File: src/rtl/pipeline_hazard_ctrl.sv
// pipeline_hazard_ctrl
//   Sequencing controller for the 5-stage MIPS pipeline. It produces the
//   load enables and flushes for the PC, IF/ID, ID/EX, EX/MEM and MEM/WB
//   registers. It also resolves data hazards, flushes wrong-path work on a
//   taken branch resolved in MEM, and runs the data-memory req/ack handshake
//   with a timeout.
//   Optional feature macro: PIPELINE_FORWARD_EN.
//     Defined   : ALU operand forwarding is active. Only a load-use stalls.
//     Undefined : forwarding selects are tied to 00. Any dependency on an
//                 in-flight write stalls until that write has retired.

// One ID source against one in-flight destination.
module phc_src_match (
  input  logic [4:0] src,
  input  logic       uses,
  input  logic [4:0] dst,
  input  logic       dst_we,
  output logic       hit
);
  assign hit = uses & dst_we & (dst != 5'd0) & (src == dst);
endmodule

// Forwarding mux select for one EX operand.
// The younger EX/MEM result wins over MEM/WB. r0 is never forwarded.
module phc_fwd_sel (
  input  logic [4:0] src,
  input  logic       mem_we,
  input  logic [4:0] mem_addr,
  input  logic       wb_we,
  input  logic [4:0] wb_addr,
  output logic [1:0] sel
);
  // Pick the youngest matching producer for this operand.
  always_comb begin
    sel = 2'b00;
    if (src != 5'd0) begin
      if (mem_we && (mem_addr == src))     sel = 2'b01;
      else if (wb_we && (wb_addr == src))  sel = 2'b10;
    end
  end
endmodule

module pipeline_hazard_ctrl #(
  parameter int TIMEOUT_CYCLES = 255
) (
  input  logic        clk,
  input  logic        reset,
  input  logic [4:0]  id_rs,
  input  logic [4:0]  id_rt,
  input  logic        id_uses_rs,
  input  logic        id_uses_rt,
  input  logic [4:0]  ex_rs,
  input  logic [4:0]  ex_rt,
  input  logic        ex_wb_write_en,
  input  logic [4:0]  ex_wb_addr,
  input  logic        ex_is_load,
  input  logic        mem_wb_write_en,
  input  logic [4:0]  mem_wb_addr,
  input  logic        wb_wb_write_en,
  input  logic [4:0]  wb_wb_addr,
  input  logic        mem_PC_sel,
  input  logic        mem_data_mem_en,
  input  logic        dmem_ack,
  output logic        pc_en,
  output logic        ifid_en,
  output logic        idex_en,
  output logic        exmem_en,
  output logic        ifid_flush,
  output logic        idex_flush,
  output logic        exmem_flush,
  output logic        memwb_flush,
  output logic        dmem_req,
  output logic [1:0]  fwd_a_sel,
  output logic [1:0]  fwd_b_sel,
  output logic        mem_err,
  output logic [15:0] stall_cnt
);

  localparam int NUM_SRC = 2;   // rs, rt
  localparam int NUM_STG = 3;   // EX, MEM, WB producers (index 0 = EX)
  localparam int CNT_W   = 8;

  localparam logic [0:0] ST_RUN      = 1'b0;
  localparam logic [0:0] ST_MEM_WAIT = 1'b1;

  // The counter holds the number of wait cycles already spent.
  // The timeout cycle is therefore the one where it sits at TIMEOUT-1.
  localparam logic [CNT_W-1:0] TO_LAST = CNT_W'(TIMEOUT_CYCLES - 1);

  typedef struct packed {
    logic pc_en;
    logic ifid_en;
    logic idex_en;
    logic exmem_en;
    logic ifid_flush;
    logic idex_flush;
    logic exmem_flush;
    logic memwb_flush;
  } ctl_t;

  // ------------------------------------------------------------------
  // Source / destination matrices
  // ------------------------------------------------------------------
  logic [NUM_SRC-1:0][4:0]         id_src;
  logic [NUM_SRC-1:0]              id_use;
  logic [NUM_SRC-1:0][4:0]         ex_src;
  logic [NUM_STG-1:0][4:0]         stg_addr;
  logic [NUM_STG-1:0]              stg_we;
  logic [NUM_SRC-1:0][NUM_STG-1:0] hit;
  logic [NUM_SRC-1:0][1:0]         fwd_raw;

  assign id_src   = {id_rt, id_rs};
  assign id_use   = {id_uses_rt, id_uses_rs};
  assign ex_src   = {ex_rt, ex_rs};
  assign stg_addr = {wb_wb_addr, mem_wb_addr, ex_wb_addr};
  assign stg_we   = {wb_wb_write_en, mem_wb_write_en, ex_wb_write_en};

  for (genvar s = 0; s < NUM_SRC; s++) begin : g_src
    for (genvar g = 0; g < NUM_STG; g++) begin : g_stg
      phc_src_match u_match (
        .src    (id_src[s]),
        .uses   (id_use[s]),
        .dst    (stg_addr[g]),
        .dst_we (stg_we[g]),
        .hit    (hit[s][g])
      );
    end
    phc_fwd_sel u_fwd (
      .src      (ex_src[s]),
      .mem_we   (mem_wb_write_en),
      .mem_addr (mem_wb_addr),
      .wb_we    (wb_wb_write_en),
      .wb_addr  (wb_wb_addr),
      .sel      (fwd_raw[s])
    );
  end

  // ------------------------------------------------------------------
  // Hazard detection and forwarding (configuration dependent)
  // ------------------------------------------------------------------
  logic hazard;

`ifdef PIPELINE_FORWARD_EN
  // Results from the EX stage onward can be forwarded. Only a load still
  // in EX has no value yet, so that is the one case that must stall.
  logic [NUM_SRC-1:0] ex_hit;
  logic               unused_hits;
  for (genvar s = 0; s < NUM_SRC; s++) begin : g_exhit
    assign ex_hit[s] = hit[s][0];
  end
  assign hazard      = ex_is_load & (|ex_hit);
  assign fwd_a_sel   = fwd_raw[0];
  assign fwd_b_sel   = fwd_raw[1];
  assign unused_hits = ^hit;
`else
  // There is no bypass and no register-file write-through. Any reader of
  // an in-flight destination waits until the write has retired.
  logic unused_fwd;
  assign hazard     = |hit;
  assign fwd_a_sel  = 2'b00;
  assign fwd_b_sel  = 2'b00;
  assign unused_fwd = ^{fwd_raw, ex_is_load};
`endif

  // ------------------------------------------------------------------
  // Memory handshake FSM
  // ------------------------------------------------------------------
  logic [0:0]       state_q, state_d;
  logic [CNT_W-1:0] cnt_q, cnt_d;
  logic             mem_err_q, mem_err_d;
  logic [15:0]      stall_cnt_q, stall_cnt_d;
  logic             freeze;
  logic             req_raw;

  // Next state, wait counter and sticky error. Also decides the freeze.
  always_comb begin
    state_d   = state_q;
    cnt_d     = cnt_q;
    mem_err_d = mem_err_q;
    freeze    = 1'b0;
    req_raw   = 1'b0;
    case (state_q)
      ST_RUN: begin
        if (mem_data_mem_en) begin
          req_raw = 1'b1;
          if (!dmem_ack) begin
            // The request cycle without an ack is already a freeze.
            freeze  = 1'b1;
            state_d = ST_MEM_WAIT;
            cnt_d   = '0;
          end
        end
      end
      ST_MEM_WAIT: begin
        req_raw = 1'b1;
        if (dmem_ack || (cnt_q == TO_LAST)) begin
          // Release the pipeline this cycle. This covers both an ack and
          // an abandoned access.
          state_d = ST_RUN;
          cnt_d   = '0;
          if (!dmem_ack) mem_err_d = 1'b1;
        end else begin
          freeze = 1'b1;
          cnt_d  = cnt_q + 1'b1;
        end
      end
      default: begin
        state_d = ST_RUN;
        cnt_d   = '0;
      end
    endcase
  end

  // ------------------------------------------------------------------
  // Pipeline register controls: memory freeze > branch flush > hazard stall
  // ------------------------------------------------------------------
  ctl_t ctl;

  // Resolve the prioritised enable/flush vector for this cycle.
  always_comb begin
    ctl = '{pc_en: 1'b1, ifid_en: 1'b1, idex_en: 1'b1, exmem_en: 1'b1,
            default: 1'b0};
    if (freeze) begin
      // Hold everything upstream of MEM and retire a bubble into WB.
      ctl.pc_en       = 1'b0;
      ctl.ifid_en     = 1'b0;
      ctl.idex_en     = 1'b0;
      ctl.exmem_en    = 1'b0;
      ctl.memwb_flush = 1'b1;
    end else if (mem_PC_sel) begin
      // Kill the three younger wrong-path instructions. The PC loads the target.
      ctl.ifid_flush  = 1'b1;
      ctl.idex_flush  = 1'b1;
      ctl.exmem_flush = 1'b1;
    end else if (hazard) begin
      // Hold PC and IF/ID. Inject a bubble into EX. Older stages drain.
      ctl.pc_en      = 1'b0;
      ctl.ifid_en    = 1'b0;
      ctl.idex_flush = 1'b1;
    end
  end

  assign pc_en       = ctl.pc_en;
  assign ifid_en     = ctl.ifid_en;
  assign idex_en     = ctl.idex_en;
  assign exmem_en    = ctl.exmem_en;
  assign ifid_flush  = ctl.ifid_flush;
  assign idex_flush  = ctl.idex_flush;
  assign exmem_flush = ctl.exmem_flush;
  assign memwb_flush = ctl.memwb_flush;

  // The request drops with reset itself, without waiting for a clock edge.
  assign dmem_req  = req_raw & reset;
  assign mem_err   = mem_err_q;
  assign stall_cnt = stall_cnt_q;

  // Saturating count of cycles in which the PC did not advance.
  always_comb begin
    stall_cnt_d = stall_cnt_q;
    if (!ctl.pc_en && (stall_cnt_q != 16'hFFFF)) stall_cnt_d = stall_cnt_q + 16'd1;
  end

  // State registers with asynchronous active-low reset.
  always_ff @(posedge clk or negedge reset) begin
    if (!reset) begin
      state_q     <= ST_RUN;
      cnt_q       <= '0;
      mem_err_q   <= 1'b0;
      stall_cnt_q <= '0;
    end else begin
      state_q     <= state_d;
      cnt_q       <= cnt_d;
      mem_err_q   <= mem_err_d;
      stall_cnt_q <= stall_cnt_d;
    end
  end

endmodule

File: config.mk
export PLATFORM = sky130hd
export DESIGN_NAME = pipeline_hazard_ctrl
export DESIGN_NICKNAME = d
export VERILOG_FILES = /design/src/rtl/pipeline_hazard_ctrl.sv
export SDC_FILE = /design/constraint.sdc
export NUM_CORES = 1
export LEC_CHECK = 0
export CORE_MARGIN = 2
export CORE_UTILIZATION = 46
export CTS_CLUSTER_SIZE = 30
export DETAILED_ROUTE_END_ITERATION = 10
export PLACE_DENSITY = 0.86
export SETUP_SLACK_MARGIN = 0.05
export SYNTH_ARGS = -nofsm -noshare
export SYNTH_HDL_FRONTEND = slang
export SYNTH_SLANG_ARGS = --single-unit
File: constraint.sdc
create_clock -name clk -period 7.06 [get_ports clk]
set_input_delay 2.118 -clock clk [delete_from_list [all_inputs] [get_ports clk]]
set_output_delay 2.118 -clock clk [all_outputs]
set_load 0.005 [all_outputs]
* Word-level counts from Yosys, hierarchy flattened
Cells that the tools add are included.
Storage, ports and cells: flip-flop bits (word level) 26, output and inout port bits 30
Cells by class: add/sub/neg operators 2, equality and inequality tests 10, muxes and demuxes 19, bitwise operators 21, reductions and logical operators 9
Operators with widths (count):
- $eq A5 B5 Y1 | 6
- $mux W8 | 3
- $and A1 B1 Y1 | 19
- $add A16 B1 Y16 const B | 1
- $ne A16 B16 Y1 const B | 1
- $pmux W8 S2 | 1
- $reduce_bool A5 Y1 | 3
- $add A8 B1 Y8 const B | 1
- $eq A8 B8 Y1 const B | 1
- $mux W1 | 8
- $mux W2 | 4
- $reduce_or A6 Y1 | 1
- $ne A2 B2 Y1 const B | 2
- $pmux W1 S2 | 2
- $mux W3 | 1
- $reduce_and A3 Y1 | 1
- $not A1 Y1 | 2
- $reduce_and A2 Y1 | 1
- $logic_and A1 B1 Y1 | 1
- $logic_not A1 Y1 | 1
- $logic_or A1 B1 Y1 | 1

* Longest topological paths before layout
depth in word-level cells 9, depth in mapped cells 9, depth with buffers taken out 8

* By module
From an unflattened synthesis, not the netlist that was laid out.
Unflattened totals: cells, all modules 198, area, all modules 1928.1 µm²
Modules (own cells, without submodules):
- pipeline_hazard_ctrl | times used 1, cells an instance 138, area each 1470.2 µm², seq. area each 650.6 µm²
- phc_src_match | times used 6, cells an instance 10, area each 76.3 µm², seq. area each 0.0 µm²

* Least setup slack after synthesis
OpenSTA, ideal clock, no wires.
path type input-to-output, from input port mem_wb_addr[1], to output port pc_en, data arrival time 3474 ps, path slack 1468 ps, stages 6, cell sequence or4_1 o21a_1 a32oi_4 nand2_1 a21oi_1 buf_4
Between the ends: cells in the longest elaborated chain, start to end 7, elaborated cells on any way between the ends 11, classes of those cells eq/ne: 2; mux: 3; bitwise: 4; reduce/logical: 2
RTL lines:
- start, declared | RTL line 58 | input logic [4:0] mem_wb_addr,
- $reduce_bool A5 Y1 | RTL line 20 | assign hit = uses & dst_we & (dst != 5'd0) & (src == dst);
- $and A1 B1 Y1 (2 in series) | RTL line 20
- $reduce_or A6 Y1 (*) | RTL line 159 | assign hazard = |hit;
- $mux W2 (*) | RTL line 235 | end else if (hazard) begin
- $mux W2 (*) | RTL line 230 | end else if (mem_PC_sel) begin
- $mux W2 (*) | RTL line 223 | if (freeze) begin
- end, declared | RTL line 64 | output logic pc_en,
Mark *: on every way between the ends. The rest lies on a longest branch, timed or not.

* Worst setup path in the final report
Same ends and word-level chain as after synthesis.

==> run metrics <==
Final period util=0.9322; total gr overflow=0; sort of element at the start of the critical path=primary input; shortest clock period the worst path allows after layout=6581 ps; highest-count cells in the layout ignoring fill and taps=60 x clkdlybuf4s50_1, 43 x xnor2_1, 26 x dfrtp_1; Die X-Extent=66.28 um; DRC marker count from the first detailed-route iteration=73; Setup TNS=0 ps; Worst Path Max Fanout=3; antenna diode count=0; number of antenna violations at the first check in global routing=0; worst setup path class=in -> out; cell occurring most often along the worst timing path=clkdlybuf4s50_1; final estimated routing congestion in global placement=0.7915; worst skew pair latency=270 ps; final hold violations=0; Avg Synthesized Cell Area=9.697 sq um; GRT Resource Usage Total=0.1996; mean number of vias per cell=5.421; Highest Clock Rate=152.0 MHz; slowest stage delay, CP=540 ps; htree depth=1; post-route antenna net violation count=0; final core utilization=0.6638; number of buffers inserted during clock tree synthesis=3; Resize count post-CTS=0; part of the Yosys area used for sequential elements=0.3647; cell breakdown of the critical path=clkdlybuf4s50_1, or4_1, o21a_1, a32oi_4, nand2_1, a21oi_1, clkdlybuf4s50_1; Slowest cell on crit path=or4_1; fill cell count=309; final WL=4104 um; most common cell after layout, fill and taps aside=clkdlybuf4s50_1; area of the core=0.003689 sq mm; kind of path behind the tightest hold check=reg -> reg; result of the run=completed; count of buffers from port buffering=60; DR WL/cell=14.05 um; number of iterations in the first detailed-routing pass=4; Post-Syn Area=0.001784 sq mm; fraction of layout instances using a drive strength above 1=0.05328; clock slew seen by the registers of the worst setup and hold paths=80 ps; number of distinct library cell variants in the gate-level netlist after synthesis=34; maximum vdd ir drop=0.08609 mV; required time at the endpoint of the critical path=4940 ps; Sinks on Clock Net=26; nets=295; vias in the first global route=1,608; crit path capture type=primary output; first-pass GRT wire length=6706 um; clock tree from TritonCTS=built; largest net degree at the start of global routing=27; count of warnings emitted by yosys=0; final count of pins violating max slew=0; setup repair after global routing missed its margin=no; I/O pin cnt=76; count of mapped cells out of synthesis=184; Leak=0.9594 nW; detailed placement HPWL=3327 um; family with the most delay on the worst path=buffers and inverters; DIE HEIGHT=66.28 um; signed area change from the synthesized netlist to the final layout=37.24%; arrival time at the worst endpoint=4460 ps; # Post-CTS Setup Buffers=0; DRC violations left=0; flip-flop and latch count after synthesis=26; cts-stage hold buffer count=0; number of rows created at floorplan=22; Setup Skew=1.737 ps; cell chosen for the clock root=clkbuf_8; initial standard-cell utilization of the core=0.4837; total die area=0.004393 sq mm; final setup violating endpoints=0; count of buffering cells on the critical path with inverters included=2; number of buffers on the longest clock path=2; max capacitance violation total=0; total via count after detailed routing=1,583; ratio of total power to cell area=193.1 mW/mm^2
[cell usage after synthesis]
master / number / area, sq um
o21ai_0: 9 / 45.04
buf_4: 7 / 52.55
a32oi_4: 1 / 27.53
nand3_1: 11 / 55.05
buf_6: 1 / 11.26
xor2_1: 2 / 17.52
and3_4: 1 / 11.26
a21oi_1: 3 / 15.01
a31oi_4: 1 / 21.27
and2_0: 1 / 6.260
nor3_1: 1 / 5.000
o211ai_4: 1 / 21.27
nand4_2: 1 / 12.51
o22ai_1: 4 / 25.02
dfrtp_1: 26 / 650.6
and4_1: 1 / 8.760
or4_1: 2 / 15.01
nand4_1: 12 / 75.07
mux2_2: 2 / 22.52
a21oi_4: 1 / 16.27
nand2_1: 18 / 67.56
ha_1: 3 / 37.54
xnor2_1: 43 / 376.6
a41o_1: 2 / 20.02
o21a_1: 2 / 15.01
and3_1: 8 / 50.05
o31ai_1: 4 / 30.03
inv_1: 4 / 15.01
and2_1: 1 / 6.260
nor2_1: 6 / 22.52
nor2b_1: 2 / 12.51
a31oi_1: 1 / 6.260
conb_1: 1 / 3.750
nand2b_1: 1 / 6.260
[layout make-up]
cell class	count	area (sq um)	area share
multi-input combinational	149	1066	0.4354
sequential	26	650.6	0.2657
timing repair buffer	62	615.6	0.2514
tap	48	60.06	0.02453
clock buffer	3	41.29	0.01686
inverter	4	15.01	0.006132
[kinds of logic (layout without fill, tap and decap cells)]
logic type / count (synthesis) / after routing / synth area share
xor gates and xnor gates: 45 / 45 / 0.2209
DFF: 26 / 26 / 0.3647
adders and majority gates: 3 / 3 / 0.02104
AOI/OAI and AO/OA: 29 / 29 / 0.1360
and+or+nand+nor: 66 / 66 / 0.1985
other: 1 / 4 / 0.002102
muxes: 2 / 2 / 0.01262
buffers and inverters: 12 / 69 / 0.04418
[worst paths after layout]
kind	start	endpoint	slack (ps)	cells after the start
setup / recovery	mem_wb_addr[1]	pc_en	480	7
hold / removal	cnt_q[4]	cnt_q[4]	480	1
setup reg to reg	cnt_q[0]	stall_cnt[1]	4750	7
hold reg to reg	cnt_q[4]	cnt_q[4]	480	1
max in group asynchronous	reset	cnt_q[6]	4510	2
min in group asynchronous	reset	stall_cnt[15]	2300	2
[where the power goes]
| part | switching [mW] | total, mW | internal, mW |
|---|---|---|---|
| logic | 0.0788 | 0.189 | 0.110 |
| registers | 0.0305 | 0.202 | 0.172 |
| clock network | 0.0435 | 0.0817 | 0.0382 |
| total | 0.153 | 0.473 | 0.320 |
[stage by stage]
| step | std cells | worst slack [ps] | power [mW] | hold slack, ps | instance area, sq um |
|---|---|---|---|---|---|
| 3_3_place_gp | 289 | 504.0 | 0.3887 | 462.5 | 2407 |
| 3_5_place_dp | 289 | 500.7 | 0.3958 | 469.6 | 2407 |
| 6_report | 292 | 478.9 | 0.4728 | 483.5 | 2449 |
| 2_1_floorplan | 187 | 1468 | 0.2971 | 438.4 | 1795 |
| 5_1_grt | 292 | 377.4 | 0.5011 | 492.9 | 2449 |
| 4_1_cts | 292 | 486.9 | 0.4777 | 485.6 | 2449 |
[per-layer routing]
layer / vias up / GRT usage / routed length (um)
met4: 0 / 0.1224 / 166
met5: - / 0 / 0
met1: 737 / 0.2160 / 1652
met3: 14 / 0.03407 / 302
li1: 760 / - / -
met2: 72 / 0.3575 / 1982
[registers in the layout, summed over array words and instances, names as in the netlist]
name / count
cnt_q: 8
mem_err: 1
stall_cnt: 16
state_q: 1
No activity file was read; power rests on OpenSTA's default activity.
